**config.mk**
```make
export PLATFORM = sky130hd
export DESIGN_NAME = button_debounce_fsm
export DESIGN_NICKNAME = d
export VERILOG_FILES = /design/src/rtl/button_debounce_fsm.sv
export SDC_FILE = /design/constraint.sdc
export NUM_CORES = 1
export LEC_CHECK = 0
export ABC_AREA = 1
export CAP_MARGIN = 10
export CORE_ASPECT_RATIO = 0.9
export CORE_MARGIN = 2
export CORE_UTILIZATION = 49
export CTS_CLUSTER_DIAMETER = 120
export DETAILED_ROUTE_END_ITERATION = 12
export GPL_ROUTABILITY_DRIVEN = 1
export PLACE_DENSITY = 0.95
export SYNTH_ARGS = -nofsm -noshare
export SYNTH_HDL_FRONTEND = slang
export SYNTH_SLANG_ARGS = --single-unit
```
**constraint.sdc**
```tcl
create_clock -name clk_1KHz -period 4.4 [get_ports clk_1KHz]
set_input_delay 0.66 -clock clk_1KHz [delete_from_list [all_inputs] [get_ports clk_1KHz]]
set_output_delay 0.66 -clock clk_1KHz [all_outputs]
set_load 0.01 [all_outputs]
```
**src/rtl/button_debounce_fsm.sv**
```systemverilog
// button_debounce_fsm: debounces one push-button and classifies press, release and long-press.
module button_debounce_fsm #(
  parameter int DEBOUNCE_MS = 50,
  parameter int LONG_LAPS   = 19
) (
  input  logic        clk_1KHz,
  input  logic        rst_n,
  input  logic        btn_raw,
  input  logic [31:0] count,
  output logic        count_trigger,
  output logic        btn_level,
  output logic        press_pulse,
  output logic        release_pulse,
  output logic        long_press,
  output logic        long_press_pulse
);
  typedef enum logic [2:0] {IDLE, PRESS_WAIT, PRESSED, REL_ARM, REL_WAIT} state_t;
  localparam logic [31:0] HIT_VAL  = 32'(DEBOUNCE_MS);
  localparam logic [7:0]  LAST_LAP = 8'(LONG_LAPS - 1);
  state_t     state, state_n;
  logic       sync1, btn_s;
  logic [7:0] lap_cnt, lap_cnt_n;
  logic       trig_n, lvl_n, long_n, pp_n, rp_n, lpp_n;
  logic       lap_hit;
  assign lap_hit = count == HIT_VAL;
  always_comb begin
    state_n   = state;
    lap_cnt_n = lap_cnt;
    trig_n    = count_trigger;
    lvl_n     = btn_level;
    long_n    = long_press;
    pp_n      = 1'b0;
    rp_n      = 1'b0;
    lpp_n     = 1'b0;
    case (state)
      IDLE: if (btn_s) begin
        state_n = PRESS_WAIT;
        trig_n  = 1'b1;
      end
      PRESS_WAIT: if (!btn_s) begin
        state_n = IDLE;
        trig_n  = 1'b0;
      end else if (lap_hit) begin
        state_n   = PRESSED;
        lvl_n     = 1'b1;
        pp_n      = 1'b1;
        lap_cnt_n = 8'd0;
      end
      PRESSED: if (!btn_s) begin
        state_n = REL_ARM;
        trig_n  = 1'b0;
      end else if (lap_hit) begin
        if (lap_cnt == LAST_LAP && !long_press) begin
          long_n = 1'b1;
          lpp_n  = 1'b1;
        end else begin
          lap_cnt_n = (lap_cnt == 8'hFF) ? lap_cnt : lap_cnt + 8'd1;
        end
      end
      // one idle cycle lets the counter clear on the falling edge in between
      REL_ARM: begin
        state_n = REL_WAIT;
        trig_n  = 1'b1;
      end
      REL_WAIT: if (btn_s) begin
        state_n = PRESSED;
      end else if (lap_hit) begin
        state_n   = IDLE;
        trig_n    = 1'b0;
        lvl_n     = 1'b0;
        rp_n      = 1'b1;
        long_n    = 1'b0;
        lap_cnt_n = 8'd0;
      end
      default: begin
        state_n = IDLE;
        trig_n  = 1'b0;
      end
    endcase
  end
  always_ff @(posedge clk_1KHz) begin
    if (!rst_n) begin
      state            <= IDLE;
      sync1            <= 1'b0;
      btn_s            <= 1'b0;
      lap_cnt          <= 8'd0;
      count_trigger    <= 1'b0;
      btn_level        <= 1'b0;
      press_pulse      <= 1'b0;
      release_pulse    <= 1'b0;
      long_press       <= 1'b0;
      long_press_pulse <= 1'b0;
    end else begin
      state            <= state_n;
      sync1            <= btn_raw;
      btn_s            <= sync1;
      lap_cnt          <= lap_cnt_n;
      count_trigger    <= trig_n;
      btn_level        <= lvl_n;
      press_pulse      <= pp_n;
      release_pulse    <= rp_n;
      long_press       <= long_n;
      long_press_pulse <= lpp_n;
    end
  end
endmodule

```
==> flow_metrics.env, run 1 <==
export IMPL_stdcell_area_mm2=0.00174
export IMPL_outcome="completed"
export IMPL_fp_dieH_um=52.6
export IMPL_hp_class="register to register"
export IMPL_vias_per_cell=4.98
export IMPL_rsz0062_at_grt="false"
export IMPL_dpl_cell_area_mm2=0.00171
export IMPL_ys_warn_count=0
export IMPL_post_cts_buffers=0
export IMPL_fmax_mhz=492
export IMPL_grt_max_degree=14
export IMPL_cp_required_ps=4600
export IMPL_crit_arrival_ps=2240
export IMPL_cellPowerDensity_mw_per_mm2=187
export IMPL_wl_mm=3.01
export IMPL_final_setup_tns_ps=0
export IMPL_seq_area_frac_synth=0.296
export IMPL_synth_cell_area_mm2=0.00128
export IMPL_hold_buffers=0
export IMPL_synth_area_per_cell_um2=6.00
export IMPL_final_antenna_net_count=0
export IMPL_synth_seq_cells=19
export IMPL_dp_cells=280
export IMPL_antenna_cells=0
export IMPL_first_iter_violations=75
export IMPL_drcViolationCount=0
export IMPL_cts_root_buf="clkbuf_4"
export IMPL_hold_viol_final=0
export IMPL_multiInputGateArea_um2=716
export IMPL_core_area_mm2=0.00247
export IMPL_fin_crit_ps=2030
export IMPL_cellLeakagePower_nw=0.795
export IMPL_critPathMaxFanout=10
export IMPL_grt_overflow_total=0
export IMPL_cts_resized=0
export IMPL_place_port_buffers=40
export IMPL_worstSetupStartpointType="input port"
export IMPL_clk_insertion_delay_late_ps=300
export IMPL_skew_ps=1.42
export IMPL_slew_headroom=0.696
export IMPL_grt_pass1_vias=1372
export IMPL_regArea_um2=380
export IMPL_drv_slew=0
export IMPL_dpl_hpwl_mm=2.47
export IMPL_worstSetupPathType="input port to register"
export IMPL_fin_crit_sh=0.462
export IMPL_fin_nets=294
export IMPL_grt_usage=0.223
export IMPL_ys_types=27
export IMPL_first_pass_iters=4
export IMPL_ir_drop_mv=0.224
export IMPL_path_clk_slew_ps=100
export IMPL_setup_viol=0
export IMPL_drive_gt1_frac=0.0859
export IMPL_cts_buffer_depth=2
export IMPL_vias=1414
export IMPL_antenna_found_initial=0
export IMPL_grt_pass1_wl_mm=5.26
export IMPL_critical_path_endpoint_type="register"
export IMPL_ios=41
export IMPL_power_mw=0.325
export IMPL_num_rows=17
export IMPL_routabilityCongestion=0.912
export IMPL_numCtsBuffers=3
export IMPL_start_util=0.521
export IMPL_syn_nets=251
export IMPL_fp_dieArea_mm2=0.00305
export IMPL_clock_sinks=19
export IMPL_wl_per_cell_um=10.6
export IMPL_cap_violations=0
export IMPL_worst_pin_slew_ps=454
export IMPL_tritoncts="yes"
export IMPL_fill_cells=224
export IMPL_area_delta_synth_final_pct=35.3
export IMPL_fin_cells=284
export IMPL_fp_dieW_um=58.0
export IMPL_cts_htree_levels=1
export IMPL_postSynthCellCount=214
==> state kept, by name, summed over array words and instances, names as in the netlist <==
register and cells:
long_press 1, long_press_pulse 1, btn_s 1, count_trigger 1
btn_level 1, sync1 1, lap_cnt 8, press_pulse 1
state 3, release_pulse 1
==> routing by layer <==
layer	wire length [um]	up-vias	global-route usage
li1	-	739	-
met1	1230	608	0.239
met2	1470	59	0.413
met3	248	8	0.0642
met4	51	0	0.0891
met5	0	-	0
==> worst paths after layout <==
kind | from | end | slack (ps) | depth (start not counted)
max | count[0] | lap_cnt[1] | 2370 | 11
min reg2reg | sync1 | btn_s | 420 | 2
min | sync1 | btn_s | 420 | 2
max reg2reg | lap_cnt[1] | lap_cnt[0] | 2640 | 10
==> cell usage in the layout (no fill, tap or decap), types with 2 or more instances in the layout <==
master,count
nand3_2,2
o21ai_0,5
nand4_1,9
clkdlybuf4s50_1,40
nand3_1,8
nand2_2,3
nand2_1,54
nor2_1,33
inv_1,45
dfxtp_1,19
clkbuf_4,3
a31oi_1,2
inv_2,3
a21oi_1,8
ha_1,2
nor2_2,5
nor3_1,4
==> power breakdown <==
part | internal, mW | leakage, nW | total, mW | switching [mW]
Sequential | 0.174 | 0.154 | 0.177 | 0.00242
Clock | 0.0340 | 0.0177 | 0.0884 | 0.0544
Combinational | 0.0369 | 0.624 | 0.0601 | 0.0232
==> synthesized netlist by cell type <==
cell type | n | area, um^2
nand4_1 | 9 | 56.3
inv_2 | 3 | 11.3
nor4_1 | 1 | 6.26
o21ai_2 | 1 | 8.76
a21oi_1 | 8 | 40.0
nand2_1 | 54 | 203
o21ai_0 | 5 | 25.0
nor2_1 | 33 | 124
inv_1 | 45 | 169
nor3b_1 | 1 | 7.51
nand3_2 | 2 | 20.0
nor2_8 | 1 | 20.0
dfxtp_1 | 19 | 380
buf_2 | 1 | 5.00
o21ai_1 | 1 | 5.00
o21bai_1 | 1 | 7.51
nand2_2 | 3 | 18.8
nand2_4 | 1 | 11.3
clkbuf_1 | 1 | 3.75
nor3_2 | 1 | 10.0
nor3_1 | 4 | 20.0
nand3_1 | 8 | 40.0
o22ai_1 | 1 | 6.26
a31oi_1 | 2 | 12.5
nor2_2 | 5 | 31.3
ha_1 | 2 | 25.0
nand3_4 | 1 | 17.5
==> final cells by class <==
type                            count  area share
Clock inverter                      1     0.00288
Tap cell                           28      0.0201
Sequential cell                    19       0.219
Multi-Input combinational cell    145       0.412
Inverter                           48       0.104
Timing Repair Buffer               40       0.230
Clock buffer                        3      0.0129
==> worst max-delay path, cell delays in order <==
cell	delay [ps]
clkdlybuf4s50_1	420
inv_1	60
nand2_1	40
nor2_1	90
nand2_1	60
nor2_2	210
nand3_1	160
nand2_2	210
nand3_4	130
o21bai_1	140
nor2_1	60
==> logic make-up (layout without fill, tap and decap cells) <==
| logic type | Yosys count | in the layout | synth area share |
|---|---|---|---|
| buf+inv | 50 | 92 | 0.147 |
| fa+ha+maj | 2 | 2 | 0.0195 |
| simple gates | 124 | 124 | 0.456 |
| compound gates | 19 | 19 | 0.0818 |
| flops | 19 | 19 | 0.296 |
==> metrics by stage <==
step	hold slack [ps]	utilization	worst slack (ps)
5_1_grt	454	0.705	2160
3_5_place_dp	404	0.694	2050
3_3_place_gp	396	0.694	2150
2_1_floorplan	390	-	2680
6_report	424	0.705	2370
4_1_cts	431	0.705	2380
No activity file was read; power rests on OpenSTA's default activity.
==> inputs of run 2 (changes only) <==
- CORE_UTILIZATION: 49 -> 46
- PLACE_DENSITY: 0.95 -> 0.91
- clock period: 4.4 -> 2 ns (I/O delays scaled with it)
==> flow_metrics.env, run 2 (synthesized netlist as in run 1, its figures left out) <==
export IMPL_clkPwrFrac=0.275
export IMPL_final_cell_mix="nand2_1, inv_1, clkdlybuf4s50_1"
export IMPL_clock_sinks=19
export IMPL_skew_ps=6.58
export IMPL_fill_cells=250
export IMPL_fin_crit_sh=0.859
export IMPL_fin_nets=295
export IMPL_grt_pass1_wl_mm=5.08
export IMPL_hold_viol_final=0
export IMPL_fp_dieArea_mm2=0.00323
export IMPL_grt_max_degree=12
export IMPL_p_int_mw=0.544
export IMPL_layout_commonest_cell="nand2_1"
export IMPL_clk_insertion_delay_late_ps=300
export IMPL_ios=41
export IMPL_critical_path_endpoint_type="register"
export IMPL_reg2reg_depth=10
export IMPL_power_frac_seq=0.539
export IMPL_antenna_found_initial=0
export IMPL_power_frac_comb=0.186
export IMPL_vias_per_cell=4.90
export IMPL_routabilityCongestion=0.864
export IMPL_whs_path_depth=2
export IMPL_grt_overflow_total=0
export IMPL_rsz0062_at_grt="false"
export IMPL_grt_usage=0.204
export IMPL_drive_gt1_frac=0.0856
export IMPL_largest_reg_flops=8
export IMPL_place_port_buffers=40
export IMPL_swShare=0.247
export IMPL_grt_pass1_vias=1289
export IMPL_fp_dieW_um=59.7
export IMPL_num_rows=18
export IMPL_cp_required_ps=2200
export IMPL_post_cts_buffers=0
export IMPL_fin_crit_ps=1720
export IMPL_cts_htree_levels=1
export IMPL_regArea_um2=380
export IMPL_hp_class="register to register"
export IMPL_drv_slew=0
export IMPL_top_register="lap_cnt"
export IMPL_drcViolationCount=0
export IMPL_worstSetupPathType="register to register"
export IMPL_worstSetupStartpointType="register"
export IMPL_ir_drop_mv=0.285
export IMPL_hold_buffers=0
export IMPL_numCtsBuffers=3
export IMPL_critPathMaxFanout=9
export IMPL_cts_root_buf="clkbuf_4"
export IMPL_final_util=0.647
export IMPL_slew_headroom=0.745
export IMPL_final_antenna_net_count=0
export IMPL_multiInputGateArea_um2=716
export IMPL_cts_buffer_depth=2
export IMPL_fp_dieH_um=54.1
export IMPL_final_setup_tns_ps=0
export IMPL_first_pass_iters=4
export IMPL_path_clk_slew_ps=110
export IMPL_vias=1406
export IMPL_cts_resized=0
export IMPL_core_area_mm2=0.00270
export IMPL_crit_arrival_ps=1920
export IMPL_first_iter_violations=53
export IMPL_cellPowerDensity_mw_per_mm2=413
export IMPL_outcome="completed"
export IMPL_tritoncts="yes"
export IMPL_antenna_cells=0
export IMPL_dpl_hpwl_mm=2.39
export IMPL_worst_pin_slew_ps=382
export IMPL_largestRegisters="lap_cnt x8, state x3"
export IMPL_wl_per_cell_um=10.5
export IMPL_setup_viol=0
export IMPL_fmax_mhz=582
export IMPL_area_delta_synth_final_pct=36.0
export IMPL_whs_ps=433
export IMPL_cap_violations=0
export IMPL_switching_power_mw=0.179
export IMPL_wl_mm=3.01
export IMPL_start_util=0.475
export IMPL_cellLeakagePower_nw=0.797
run 2: area by class of cell:
type | instances | area share
multi-input combinational | 145 | 0.409
timing repair buffer | 41 | 0.233
sequential | 19 | 0.218
inverter | 48 | 0.103
tap | 30 | 0.0215
clock buffer | 4 | 0.0150
run 2: worst paths after layout:
| path | start | to | slack (ps) |
|---|---|---|---|
| worst max-delay path | lap_cnt[1] | lap_cnt[0] | 280 |
| worst min-delay path | sync1 | btn_s | 430 |
| worst max register to register | lap_cnt[1] | lap_cnt[0] | 280 |
| worst min register to register | sync1 | btn_s | 430 |
run 2: layer usage:
layer | part of all wire | track usage | wire length [um]
met1 | 0.45 | 0.235 | 1350
met2 | 0.46 | 0.375 | 1400
met4 | 0.012 | 0.0519 | 35
met3 | 0.076 | 0.0505 | 230
met5 | 0 | 0 | 0
run 2: power groups by stage:
stage	registers (mW)	clock network (mW)	logic (mW)
detailed placement	0.398	0	0.134
finish	0.389	0.199	0.134
global route	0.390	0.219	0.150
floorplan	0.396	0	0.0552
global placement	0.398	0	0.131
CTS	0.389	0.202	0.135
run 2: per-stage QoR:
step / instance area (um^2) / instances / setup slack [ps] / power (mW)
4_1_cts: 1750 / 287 / 312 / 0.726
6_report: 1750 / 287 / 282 / 0.722
3_3_place_gp: 1720 / 283 / 103 / 0.528
2_1_floorplan: 1280 / 214 / 540 / 0.452
5_1_grt: 1750 / 287 / 56.5 / 0.759
3_5_place_dp: 1720 / 283 / 34.8 / 0.532
run 2: worst max-delay path: stages, from the launching register on:
cell and delay, ps:
dfxtp_1 400, ha_1 180, nand2_1 80, nor2_2 150, nand3_1 130, nor2_1 140
nand3_2 210, nand3_4 190, nand2_1 60, nand2_1 50, nor2_1 40
==> RTL change: new RTL, settings of run 2 <==
Compare `lap_cnt` against `LAST_LAP` with >= in place of ==.
--- a/src/rtl/button_debounce_fsm.sv
+++ b/src/rtl/button_debounce_fsm.sv
@@ -50,7 +50,7 @@
         state_n = REL_ARM;
         trig_n  = 1'b0;
       end else if (lap_hit) begin
-        if (lap_cnt == LAST_LAP && !long_press) begin
+        if (lap_cnt >= LAST_LAP && !long_press) begin
           long_n = 1'b1;
           lpp_n  = 1'b1;
         end else begin
Check against the original RTL: same outputs for any inputs over 10 cycles, from zero or initial values and one cycle with rst_n low; that may be too few to reach the edited logic, so the function may still have changed.
==> RTL change against run 2 <==
Critical path depth down 1. Die area down 1.3%. Setup slack worse by 0.086 ns. Non-clock buffer count unchanged. Design area down 1.1%. Sequential cell count unchanged. Utilization down 0.20 points. Routed wire length down 1.6%. Area after synthesis down 1.4%.
Power is not compared: it rests on default switching activity, and its combinational part moved more than twofold at a synthesized area within 25%.
==> RTL change: results (changes against run 2) <==
* Actual transition at the worst max-transition pin at 0.314 ns (-0.0678 ns)
* Ranking of synthesized cells by instance count: nand2_1, inv_1, nor2_1, dfxtp_1, a21oi_1
* Via density per instance at 4.85 (-1.0%)
* GRT Resource Usage Total at 19.6% (-0.81 points)
* Largest clock skew in the final design at 0.00443 ns (-0.00215 ns)
* Delay of the slowest critical-path stage at 0.42 ns (+0.02 ns)
* Synth Net Count at 246 (-2.0%)
* Number of buffer cells added on primary ports at 40 (unchanged)
* Dominant cells by area after synthesis: dfxtp_1, nand2_1, inv_1, nor2_1, nand4_1
* Slowest CP cell: dfxtp_1
* GPL Wtd Cong at 0.895 (+3.5%)
* Number of fill cells in the layout at 256 (+2.4%)
* Number of global-route vias before repair at 1165 (-9.6%)
* Placed Instance Area at 1700 sq um (-1.2%)
* Clock latency at the later pin of the worst-skew pair at 0.30 ns (about the same)
* Data arrival, critical path at 2.04 ns (+0.12 ns)
* HPWL Detailed at 2380 um (-0.36%)
* Count of distinct cell types in the synthesized netlist at 26 (-3.7%)
* Worst hold path class: reg -> reg
* Number of vias after detailed routing at 1367 (-2.8%)
* Post-Route WL at 2960 um (-1.6%)
* Fraction of the yosys area taken by sequential cells at 30.0% (+0.41 points)
* Largest delay contributor family on the critical path: simple AND/OR/NAND/NOR gates
* Setup violation total in the final timing report at 0 (unchanged)
* Worst Reg2Reg Path Length in Cells at 9 (-1)
* Worst reg-to-reg setup slack at 0.20 ns (-0.09 ns)
* First-pass GRT wire length at 4730 um (-6.8%)
* Result of the run: completed
* Endpoint of the worst register-to-register path: lap_cnt[2]
* Cells resized by post-CTS repair at 0 (unchanged)
* Nets@finish at 290 (-1.7%)
* TritonRoute pass-1 iters at 4 (unchanged)
* Worst slack after detailed placement at 0.0382 ns (+0.00344 ns)
* Placed instance count at 278 (-1.8%)
* Smallest hold slack at 0.422 ns (-0.0115 ns)
* Share of final-layout standard cells stronger than drive strength 1 at 9.13% (+0.57 points)
* Violation count after the first detailed-route iteration at 43 (-19%)
* Highest fanout seen on the critical path at 10 (+1)
* Gate count of the mapped netlist at 209 (-2.3%)
* Number of antenna violations at the first check in global routing at 0 (unchanged)
* Biggest registers after layout: lap_cnt: 8 flops, state: 3 flops
* Growth of design area from synthesis to finish at 36.3%
RTL change: changes by cell type in the layout (fill, tap and decap cells not counted), sizes merged:
cell,before,now
a41oi,0,1
nor3b,1,2
o22ai,1,0
clkbuf,4,3
a21oi,8,11
o21bai,1,2
nor3,5,1
o21ai,7,6
a31oi,2,0
clkinv,0,2
o31ai,0,1
inv,48,43
RTL change: routing by layer:
metal	GRT usage, %	wire length [um]	vias up
met3	5.29	228	4
met2	36.8	1370	44
met5	0	0	-
met4	3.41	27	0
met1	22.3	1330	588
li1	-	-	731
RTL change: logic make-up after synthesis:
group / after synthesis / share of synthesized area (%)
compound gates: 21 / 9.48
fa+ha+maj: 2 / 1.97
buf+inv: 46 / 14.4
flops: 19 / 30.0
simple gates: 121 / 44.1
RTL change: where the power goes:
| group | internal [mW] | switching [mW] |
|---|---|---|
| clock | 0.0746 | 0.120 |
| combinational | 0.251 | 0.421 |
| sequential | 0.420 | 0.0423 |
| total | 0.746 | 0.583 |
RTL change: worst max-delay path by stage:
stage               cells after the start  slack (ns)        from    endpoint
global route                           10        0.06  lap_cnt[1]  lap_cnt[7]
detailed placement                     12        0.04    count[8]    state[0]
CTS                                     9        0.23  lap_cnt[1]  lap_cnt[2]
global placement                       10        0.11    count[1]  lap_cnt[0]
floorplan                              10        0.50  lap_cnt[1]  lap_cnt[7]
finish                                  9        0.20  lap_cnt[1]  lap_cnt[2]
RTL change: area by class of cell:
cell class                 count  share of cell area, %
clock buffer                   3                   1.30
clock inverter                 1                  0.290
inverter                      44                   9.85
multi-input combinational    144                   40.8
sequential                    19                   22.0
tap                           30                   2.17
timing repair buffer          41                   23.6
RTL change: worst min-delay path, cell delays in order, from the launching register on:
cell and delay [ns]:
dfxtp_1 0.31, nand2_1 0.05, inv_1 0.03
